$ cat src/rtl/puf_eval_scheduler.sv
// puf_eval_scheduler: runs N_EVAL evaluations per challenge, sums the XOR votes and logs one word per challenge; PUF_EVAL_RAW_LOG_EN also logs the last raw response first
module puf_eval_scheduler #(
  parameter int CHALLENGE_WIDTH = 32,
  parameter int RESPONSE_WIDTH  = 6,
  parameter int N_EVAL          = 100,
  parameter int N_CHAL          = 64,
  parameter int DONE_TIMEOUT    = 255
) (
  input  logic                       clk,
  input  logic                       reset_n,
  input  logic                       start,
  input  logic                       abort,
  input  logic [CHALLENGE_WIDTH-1:0] challenge_in,
  output logic                       chal_ack,
  output logic [CHALLENGE_WIDTH-1:0] puf_challenge,
  output logic                       puf_trigger,
  input  logic                       puf_done,
  input  logic                       puf_xor,
  input  logic [RESPONSE_WIDTH-1:0]  puf_raw,
  output logic                       mem_we,
  output logic [12:0]                mem_waddr,
  output logic [7:0]                 mem_din,
  output logic                       busy,
  output logic                       run_done,
  output logic                       timeout_err
);
  typedef enum logic [2:0] {IDLE, LOAD, TRIG, WAIT, WRITE, FINISH, ERR} state_t;
`ifdef PUF_EVAL_RAW_LOG_EN
  localparam bit RAW_LOG = 1'b1;
  logic [7:0] raw_ext;
  assign raw_ext = 8'(puf_raw);
`else
  localparam bit RAW_LOG = 1'b0;
  logic [7:0] raw_ext;
  logic unused_raw;
  assign raw_ext = 8'd0;
  assign unused_raw = ^puf_raw;
`endif
  state_t                     state_q;
  logic [7:0]                 eval_cnt_q, sum_q, din_q;
  logic [11:0]                chal_cnt_q;
  logic [15:0]                wait_cnt_q;
  logic [12:0]                waddr_q;
  logic [CHALLENGE_WIDTH-1:0] chal_q;
  logic                       ack_q, trig_q, we_q, done_q, err_q, busy_q, ph_q;
  logic [7:0]                 sum_d;
  assign sum_d = sum_q + {7'd0, puf_xor};
  assign chal_ack      = ack_q;
  assign puf_challenge = chal_q;
  assign puf_trigger   = trig_q;
  assign mem_we        = we_q;
  assign mem_waddr     = waddr_q;
  assign mem_din       = din_q;
  assign busy          = busy_q;
  assign run_done      = done_q;
  assign timeout_err   = err_q;
  // Sequencer: every output is registered and set on the transition into the state it belongs to
  always_ff @(posedge clk or negedge reset_n) begin
    if (!reset_n) begin
      state_q    <= IDLE;
      eval_cnt_q <= '0;
      sum_q      <= '0;
      din_q      <= '0;
      chal_cnt_q <= '0;
      wait_cnt_q <= '0;
      waddr_q    <= '0;
      chal_q     <= '0;
      ack_q      <= 1'b0;
      trig_q     <= 1'b0;
      we_q       <= 1'b0;
      done_q     <= 1'b0;
      err_q      <= 1'b0;
      busy_q     <= 1'b0;
      ph_q       <= 1'b0;
    end else begin
      ack_q  <= 1'b0;
      trig_q <= 1'b0;
      we_q   <= 1'b0;
      done_q <= 1'b0;
      if (abort && busy_q) begin
        state_q <= IDLE;
        busy_q  <= 1'b0;
      end else begin
        case (state_q)
          IDLE, ERR: if (start && !abort) begin
            waddr_q    <= '0;
            chal_cnt_q <= '0;
            err_q      <= 1'b0;
            busy_q     <= 1'b1;
            ack_q      <= 1'b1;
            state_q    <= LOAD;
          end
          LOAD: begin
            chal_q     <= challenge_in;
            sum_q      <= '0;
            eval_cnt_q <= '0;
            trig_q     <= 1'b1;
            state_q    <= TRIG;
          end
          TRIG: begin
            wait_cnt_q <= '0;
            state_q    <= WAIT;
          end
          WAIT: if (puf_done) begin
            sum_q <= sum_d;
            din_q <= RAW_LOG ? raw_ext : sum_d;
            ph_q  <= 1'b0;
            if (eval_cnt_q == 8'(N_EVAL - 1)) begin
              we_q    <= 1'b1;
              state_q <= WRITE;
            end else begin
              eval_cnt_q <= eval_cnt_q + 8'd1;
              trig_q     <= 1'b1;
              state_q    <= TRIG;
            end
          end else if (wait_cnt_q == 16'(DONE_TIMEOUT - 1)) begin
            err_q   <= 1'b1;
            busy_q  <= 1'b0;
            state_q <= ERR;
          end else begin
            wait_cnt_q <= wait_cnt_q + 16'd1;
          end
          WRITE: begin
            waddr_q <= waddr_q + 13'd1;
            if (RAW_LOG && !ph_q) begin
              ph_q  <= 1'b1;
              din_q <= sum_q;
              we_q  <= 1'b1;
            end else if (chal_cnt_q == 12'(N_CHAL - 1)) begin
              done_q  <= 1'b1;
              state_q <= FINISH;
            end else begin
              chal_cnt_q <= chal_cnt_q + 12'd1;
              ack_q      <= 1'b1;
              state_q    <= LOAD;
            end
          end
          FINISH: begin
            busy_q  <= 1'b0;
            state_q <= IDLE;
          end
          default: begin
            busy_q  <= 1'b0;
            state_q <= IDLE;
          end
        endcase
      end
    end
  end
endmodule

$ cat config.mk
export PLATFORM = sky130hd
export DESIGN_NAME = puf_eval_scheduler
export DESIGN_NICKNAME = d
export VERILOG_FILES = /design/src/rtl/puf_eval_scheduler.sv
export SDC_FILE = /design/constraint.sdc
export NUM_CORES = 1
export LEC_CHECK = 0
export ABC_AREA = 1
export CAP_MARGIN = 20
export CORE_ASPECT_RATIO = 2
export CORE_UTILIZATION = 53
export CTS_CLUSTER_DIAMETER = 150
export DETAILED_ROUTE_END_ITERATION = 10
export HOLD_SLACK_MARGIN = 0.15
export PLACE_DENSITY = 0.81
export RECOVER_POWER = 50
export REMOVE_ABC_BUFFERS = 1
export SLEW_MARGIN = 20
export SYNTH_ARGS = -nofsm -noshare
export SYNTH_HDL_FRONTEND = slang
export SYNTH_SLANG_ARGS = --single-unit
$ cat constraint.sdc
create_clock -name clk -period 2.05 [get_ports clk]
set_input_delay 0.41 -clock clk [delete_from_list [all_inputs] [get_ports clk]]
set_output_delay 0.41 -clock clk [all_outputs]
set_load 0.02 [all_outputs]
==> results of run 1 <==
## power groups by stage
stage               Clock, mW  Sequential (mW)  Combinational [mW]
floorplan                   0             3.34                1.58
global placement            0             2.91                3.55
detailed placement          0             2.94                3.65
CTS                      1.74             2.91                3.68
global route             1.82             2.96                4.00
finish                   1.71             2.91                3.64
## sequential cells by signal, summed over array words and instances, names as in the netlist, 3 cells and up
name,flops
puf_challenge,32
chal_cnt_q,12
state_q,3
mem_waddr,13
wait_cnt_q,16
sum_q,8
eval_cnt_q,8
mem_din,8
## through the flow
stage / TNS [ns] / power [mW] / utilization, % / instances
2_1_floorplan: -8.72 / 4.93 / - / 737
3_3_place_gp: 0 / 6.46 / 66.0 / 980
3_5_place_dp: 0 / 6.59 / 66.0 / 980
4_1_cts: 0 / 8.32 / 69.0 / 997
5_1_grt: 0 / 8.79 / 68.9 / 997
6_report: 0 / 8.26 / 68.9 / 997
## cells in the final DEF (no fill, tap or decap), types with 2 or more instances in the layout
cell             netlist  final
o21ai_2                5      5
nand2_4                3      3
buf_4                  2      7
o21bai_1               2      2
clkinvlp_4             0      2
nand2_1              328    328
nand4_1                9      9
o21ai_1                5      5
clkdlybuf4s50_1        0     95
inv_8                  0      2
xnor2_1                2      2
buf_12                 0      3
o31ai_1                2      2
nor3_1                 9      9
inv_2                  6      5
a21oi_1                8      8
inv_1                 58     59
inv_6                  0      2
nand3b_1               2      2
o21ai_0               17     17
nor2_1                74     75
dfrtp_1              106    106
clkbuf_16              0      9
clkbuf_1               1      2
nor2_2                 3      2
xor2_1                13     13
or2_2                  4      4
ha_1                   7      7
nand3_1               61     61
nand2_2                6      6
## routing by layer
layer | up-vias | wire length (um) | GRT usage (%) | share of wire, %
li1 | 2553 | - | - | -
met1 | 2395 | 5000 | 29.7 | 37
met2 | 164 | 7350 | 47.8 | 55
met3 | 35 | 682 | 6.04 | 5.1
met4 | 0 | 444 | 12.8 | 3.3
met5 | - | 0 | 0 | 0
## final timing paths
kind,start,end
setup / recovery,mem_waddr[7]$_DFFE_PN0P_,mem_waddr[7]
hold / removal,puf_challenge[0]$_DFFE_PN0P_,puf_challenge[0]$_DFFE_PN0P_
setup reg to reg,state_q[0]$_DFFE_PN0P_,puf_challenge[1]$_DFFE_PN0P_
hold reg to reg,puf_challenge[0]$_DFFE_PN0P_,puf_challenge[0]$_DFFE_PN0P_
max in group asynchronous,reset_n,puf_challenge[24]$_DFFE_PN0P_
min in group asynchronous,reset_n,puf_challenge[20]$_DFFE_PN0P_
## repair_timing
item,CTS,global route
hold buffers,1,0
gates resized for setup,0,0
endpoints found under the hold margin,15,0
endpoints found under the setup margin,0,0
## worst min-delay path: cells and delay by family, from the launching register on
kind	cells	cell delay [ns]
flops	1	0.35
simple gates	2	0.10
## cell type report
type	count	area share (%)
Clock buffer	9	3.22
Clock inverter	7	1.02
Inverter	64	3.44
Multi-Input combinational cell	567	36.4
Sequential cell	106	38.0
Tap cell	135	2.42
Timing Repair Buffer	109	15.5
## synthesized netlist by cell type
cell      count  area (um^2)
a31o_2        1         8.76
nand3_2       1         10.0
inv_2         6         22.5
xor2_1       13          114
a21oi_2       1         8.76
clkbuf_1      1         3.75
o21ai_1       5         25.0
buf_6         6         67.6
a21oi_1       8         40.0
and3_1        1         6.26
o211ai_1      1         7.51
buf_4         2         15.0
nor3_1        9         45.0
dfrtp_1     106         2650
nor2_2        3         18.8
xnor2_1       2         17.5
o21ai_0      17         85.1
o21bai_1      2         15.0
nand2_4       3         33.8
nor2_1       74          278
nand2_2       6         37.5
nand4_1       9         56.3
or2_0         1         6.26
ha_1          7         87.6
o21ai_2       5         43.8
nor2_4        1         11.3
nand3_1      61          305
inv_1        58          218
nand3b_1      2         15.0
or2_2         4         25.0
buf_2         8         40.0
o31ai_1       2         15.0
nand2_1     328         1230
## cells by family (layout without fill, tap and decap cells)
group                      after synthesis  after routing  share of synthesized area, %
and+or+nand+nor                        503            503                          37.4
AOI/OAI and AO/OA                       42             42                          4.47
adders and majority gates                7              7                          1.57
buffers and inverters                   81            189                          6.59
DFF                                    106            106                          47.7
xor gates and xnor gates                15             15                          2.36
==> impl_metrics.csv, run 1 <==
group,metric,value,unit
setup_path,rr_worst_depth,7,
global_route,grt_pass1_vias,5302,
routing,via_per_inst,5.16,
routing,routedWlPerCell,13.5,um
worst_hold_path,hold_class,"flop to flop",
power_and_ir_drop,vdd_drop_max,0.971,mV
sta,slew_viol_final,0,
global_route,grt_pass1_wl,23.1,mm
power_and_ir_drop,p_sw_share,42.2,%
power_and_ir_drop,switchingPower,3.48,mW
setup_path,cp_max_fo,6,
setup_path,rrSetupSlack,0.26,ns
synthesis,netlist_instances,754,
clock_tree,clk_pin_slew,0.08,ns
final_layout,layout-drive-gt1-share,6.50,%
power_and_ir_drop,leakage,3.51,nW
sta,fmax,0.535,GHz
final_layout,layout.nets,908,
global_route,grt-ovfl-total,0,
routing,drt_iter0_markers,338,
flow_run,max_cap_viol_count,0,
setup_path,slowest_stage,"clkdlybuf4s50_1",
sta,slew_headroom,32.5,%
sta,clock_skew,0.00839,ns
place,postPlaceCellArea,0.00670,mm^2
clock_tree,insertion_delay,0.35,ns
power_and_ir_drop,combPwrFrac,44.1,%
synthesis,ys_types,33,
final_layout,syn2layout_area_growth,25.6,%
synthesis,ys.warnings.count,0,
clock_tree,cts_setup_buffers,0,
final_layout,multi_input_comb_area,0.00254,mm^2
sta,hold_ws,0.474,ns
sta,period_needed,1.87,ns
floorplan,die_w,74.5,um
clock_tree,root_buffer,"clkbuf_16",
floorplan,start_util,54.8,%
floorplan,core,0.0101,mm^2
sta,fin_crit_sh,91.2,%
power_and_ir_drop,pwr-share-seq,35.2,%
place,place_ws,0.0875,ns
clock_tree,numCtsBuffers,9,
synthesis,synthesis.area,0.00557,mm^2
routing,vias,5147,
clock_tree,cts.sinks,106,
power_and_ir_drop,p_per_area,1180,mW/mm^2
clock_tree,cts_tree,"done",
sta,rsz0062_at_grt,"false",
global_route,antenna_found_initial,0,
synthesis,postSynthAreaPerCell,7.38,um^2
floorplan,dieArea,0.0109,mm^2
sta,finalHoldViolations,0,
final_layout,seq_area,0.00265,mm^2
global_route,grt_util_all_layers,27.2,%
sta,worstMarginPinSlew,1.01,ns
sta,finalSetupViolations,0,
routing,remaining_drc_errors,0,
floorplan,die_h,147,um
setup_path,path_cells,"clkdlybuf4s50_1",
power_and_ir_drop,clkPwrFrac,20.7,%
floorplan,num_io_pins,103,
outcome,outcome,"finished, final reports clean",
setup_path,crit_required,1.64,ns
final_layout,stdcell_area,0.00699,mm^2
setup_path,crit_buf_inv,1,
place,placement.io_buffers,96,
setup_path,cpLargestDelayFamily,"buffers and inverters",
routing,final_antenna_net_count,0,
final_layout,antenna-diode-count,0,
place,dp_hpwl,9.87,mm
routing,drt_wl_total,13.5,mm
synthesis,ys_seq_area_share,47.7,%
final_layout,fillers,855,
clock_tree,clock_path_buffers,2,
synthesis,synth-seq-cells,106,
setup_path,worstSetupPathType,"flop to output pin",
setup_path,critical_path_depth,1,
setup_path,max_stage_delay,0.65,ns
power_and_ir_drop,p_int,4.78,mW
sta,fin_ws,0.179,ns
setup_path,start_kind,"flop",
global_route,grt_max_degree,60,
setup_path,critPathCaptureType,"output pin",
clock_tree,cts.htree.levels,3,
place,gp_congestion,0.901,
routing,first_pass_iters,6,
worst_hold_path,whs_path_depth,2,
floorplan,rows,52,
setup_path,cp_data_arrival_time,1.46,ns
(Power assumes the default switching activity.)
==> run 2: changes to the inputs <==
--- a/config.mk
+++ b/config.mk
@@ -11,11 +11,10 @@
 export CORE_UTILIZATION = 53
 export CTS_CLUSTER_DIAMETER = 150
 export DETAILED_ROUTE_END_ITERATION = 10
-export HOLD_SLACK_MARGIN = 0.15
-export PLACE_DENSITY = 0.81
+export PLACE_DENSITY = 0.85
 export RECOVER_POWER = 50
 export REMOVE_ABC_BUFFERS = 1
-export SLEW_MARGIN = 20
+export SLEW_MARGIN = 5
 export SYNTH_ARGS = -nofsm -noshare
 export SYNTH_HDL_FRONTEND = slang
 export SYNTH_SLANG_ARGS = --single-unit
==> impl_metrics.csv, run 2 (synthesized netlist as in run 1, its figures left out) <==
group,metric,value,unit
outcome,outcome,"finished, final reports clean",
setup_path,max_stage_delay,0.66,ns
floorplan,rows,52,
floorplan,die_h,147,um
clock_tree,cts_resized,0,
final_layout,layout.nets,906,
setup_path,path_cells,"clkdlybuf4s50_1",
sta,finalHoldViolations,0,
setup_path,critical_path_depth,1,
final_layout,final_common_cell,"nand2_1",
global_route,grt_util_all_layers,27.2,%
setup_path,cp_max_fo,7,
clock_tree,root_buffer,"clkbuf_16",
setup_path,cp_data_arrival_time,1.47,ns
power_and_ir_drop,p_sw_share,41.5,%
global_route,top_usage_layer,"met2",
power_and_ir_drop,vdd_drop_max,1.10,mV
sta,slew_headroom,42.3,%
floorplan,core,0.0101,mm^2
setup_path,endpoint,"mem_waddr[3]",
global_route,grt_pass1_wl,23.3,mm
final_layout,layout-drive-gt1-share,6.51,%
setup_path,critPathCaptureType,"output pin",
place,gp_congestion,0.940,
power_and_ir_drop,pwr-share-seq,35.6,%
setup_path,r2r-end,"wait_cnt_q[12]$_DFFE_PN0P_",
worst_hold_path,hold_class,"input port to asynchronous set/reset pin",
clock_tree,cts.htree.levels,3,
clock_tree,cts_setup_buffers,0,
global_route,antenna_found_initial,0,
power_and_ir_drop,p_int,4.79,mW
sta,slew_viol_final,0,
clock_tree,numCtsBuffers,9,
sta,worstMarginPinSlew,0.866,ns
clock_tree,insertion_delay,0.35,ns
sta,finalSetupViolations,0,
routing,final_antenna_net_count,0,
routing,routedWlPerCell,13.8,um
sta,period_needed,1.88,ns
place,placement.io_buffers,96,
setup_path,crit_required,1.64,ns
sta,rsz0062_at_grt,"false",
power_and_ir_drop,switchingPower,3.40,mW
final_layout,syn2layout_area_growth,25.0,%
setup_path,start_kind,"flop",
clock_tree,cts_tree,"done",
setup_path,slowest_stage,"clkdlybuf4s50_1",
flow_run,max_cap_viol_count,0,
floorplan,dieArea,0.0109,mm^2
floorplan,start_util,54.8,%
setup_path,startpoint,"mem_waddr[3]$_DFFE_PN0P_",
setup_path,r2r_start,"wait_cnt_q[1]$_DFFE_PN0P_",
global_route,grt-ovfl-total,0,
clock_tree,cts.sinks,106,
power_and_ir_drop,clkPwrFrac,20.2,%
clock_tree,clk_pin_slew,0.07,ns
sta,fin_ws,0.167,ns
final_layout,antenna-diode-count,0,
routing,vias,5183,
place,place_ws,0.0649,ns
routing,remaining_drc_errors,0,
routing,first_pass_iters,5,
routing,via_per_inst,5.21,
setup_path,rrSetupSlack,0.28,ns
final_layout,largest_reg_flops,32,
setup_path,crit_buf_inv,1,
clock_tree,clock_path_buffers,2,
global_route,grt_use_met1,27.9,%
clock_tree,holdBufCountCts,0,
final_layout,final_cell_mix,"329 x nand2_1, 106 x dfrtp_1, 95 x clkdlybuf4s50_1",
global_route,grt_use_met3,5.21,%
setup_path,cpLargestDelayFamily,"buffers and inverters",
floorplan,num_io_pins,103,
setup_path,worstSetupPathType,"flop to output pin",
power_and_ir_drop,p_per_area,1180,mW/mm^2
power_and_ir_drop,leakage,3.50,nW
setup_path,rr_worst_depth,10,
global_route,grt_pass1_vias,5378,
place,dp_hpwl,10.1,mm
sta,hold_ws,0.167,ns
global_route,grt_max_degree,43,
floorplan,die_w,74.5,um
power_and_ir_drop,combPwrFrac,44.1,%
sta,clock_skew,0.0101,ns
sta,fmax,0.531,GHz
global_route,met2_usage,50.0,%
routing,drt_wl_total,13.7,mm
routing,drt_iter0_markers,280,
sta,fin_crit_sh,91.8,%
run 2: area by class of cell:
class | instances | area (um^2)
fill | 854 | 3190
sequential | 106 | 2650
tap | 135 | 169
multi-input combinational | 567 | 2540
clock buffer | 10 | 239
clock inverter | 6 | 48.8
timing repair buffer | 107 | 1070
inverter | 64 | 240
run 2: metrics by stage:
stage	std cells	util (%)	TNS, ns	area (um^2)	total power [mW]
2_1_floorplan	737	-	-8.72	5440	4.93
3_3_place_gp	979	66.0	0	6700	6.44
3_5_place_dp	979	66.0	0	6700	6.57
4_1_cts	995	68.8	0	6990	8.26
5_1_grt	995	68.6	0	6960	8.71
6_report	995	68.6	0	6960	8.19
run 2: how the worst min path moves through the flow:
stage / start / to / slack (ns)
finish: reset_n / mem_we$_DFF_PN0_ / 0.17
global route: reset_n / puf_challenge[17]$_DFFE_PN0P_ / 0.23
CTS: reset_n / puf_challenge[17]$_DFFE_PN0P_ / 0.02
detailed placement: reset_n / puf_challenge[17]$_DFFE_PN0P_ / 0.39
global placement: reset_n / puf_challenge[17]$_DFFE_PN0P_ / 0.39
floorplan: reset_n / busy$_DFFE_PN0P_ / 0.11
run 2: metal layers:
metal / up-vias / part of all wire [%] / routed length [um]
li1: 2555 / - / -
met1: 2448 / 35 / 4820
met2: 146 / 57 / 7850
met3: 34 / 4.6 / 632
met4: 0 / 2.9 / 400
met5: - / 0 / 0
run 2: power groups by stage:
stage	combinational, mW	clock (mW)	sequential, mW
6_report	3.62	1.66	2.92
5_1_grt	3.97	1.77	2.97
4_1_cts	3.66	1.69	2.91
3_5_place_dp	3.63	0	2.95
3_3_place_gp	3.52	0	2.91
2_1_floorplan	1.58	0	3.34
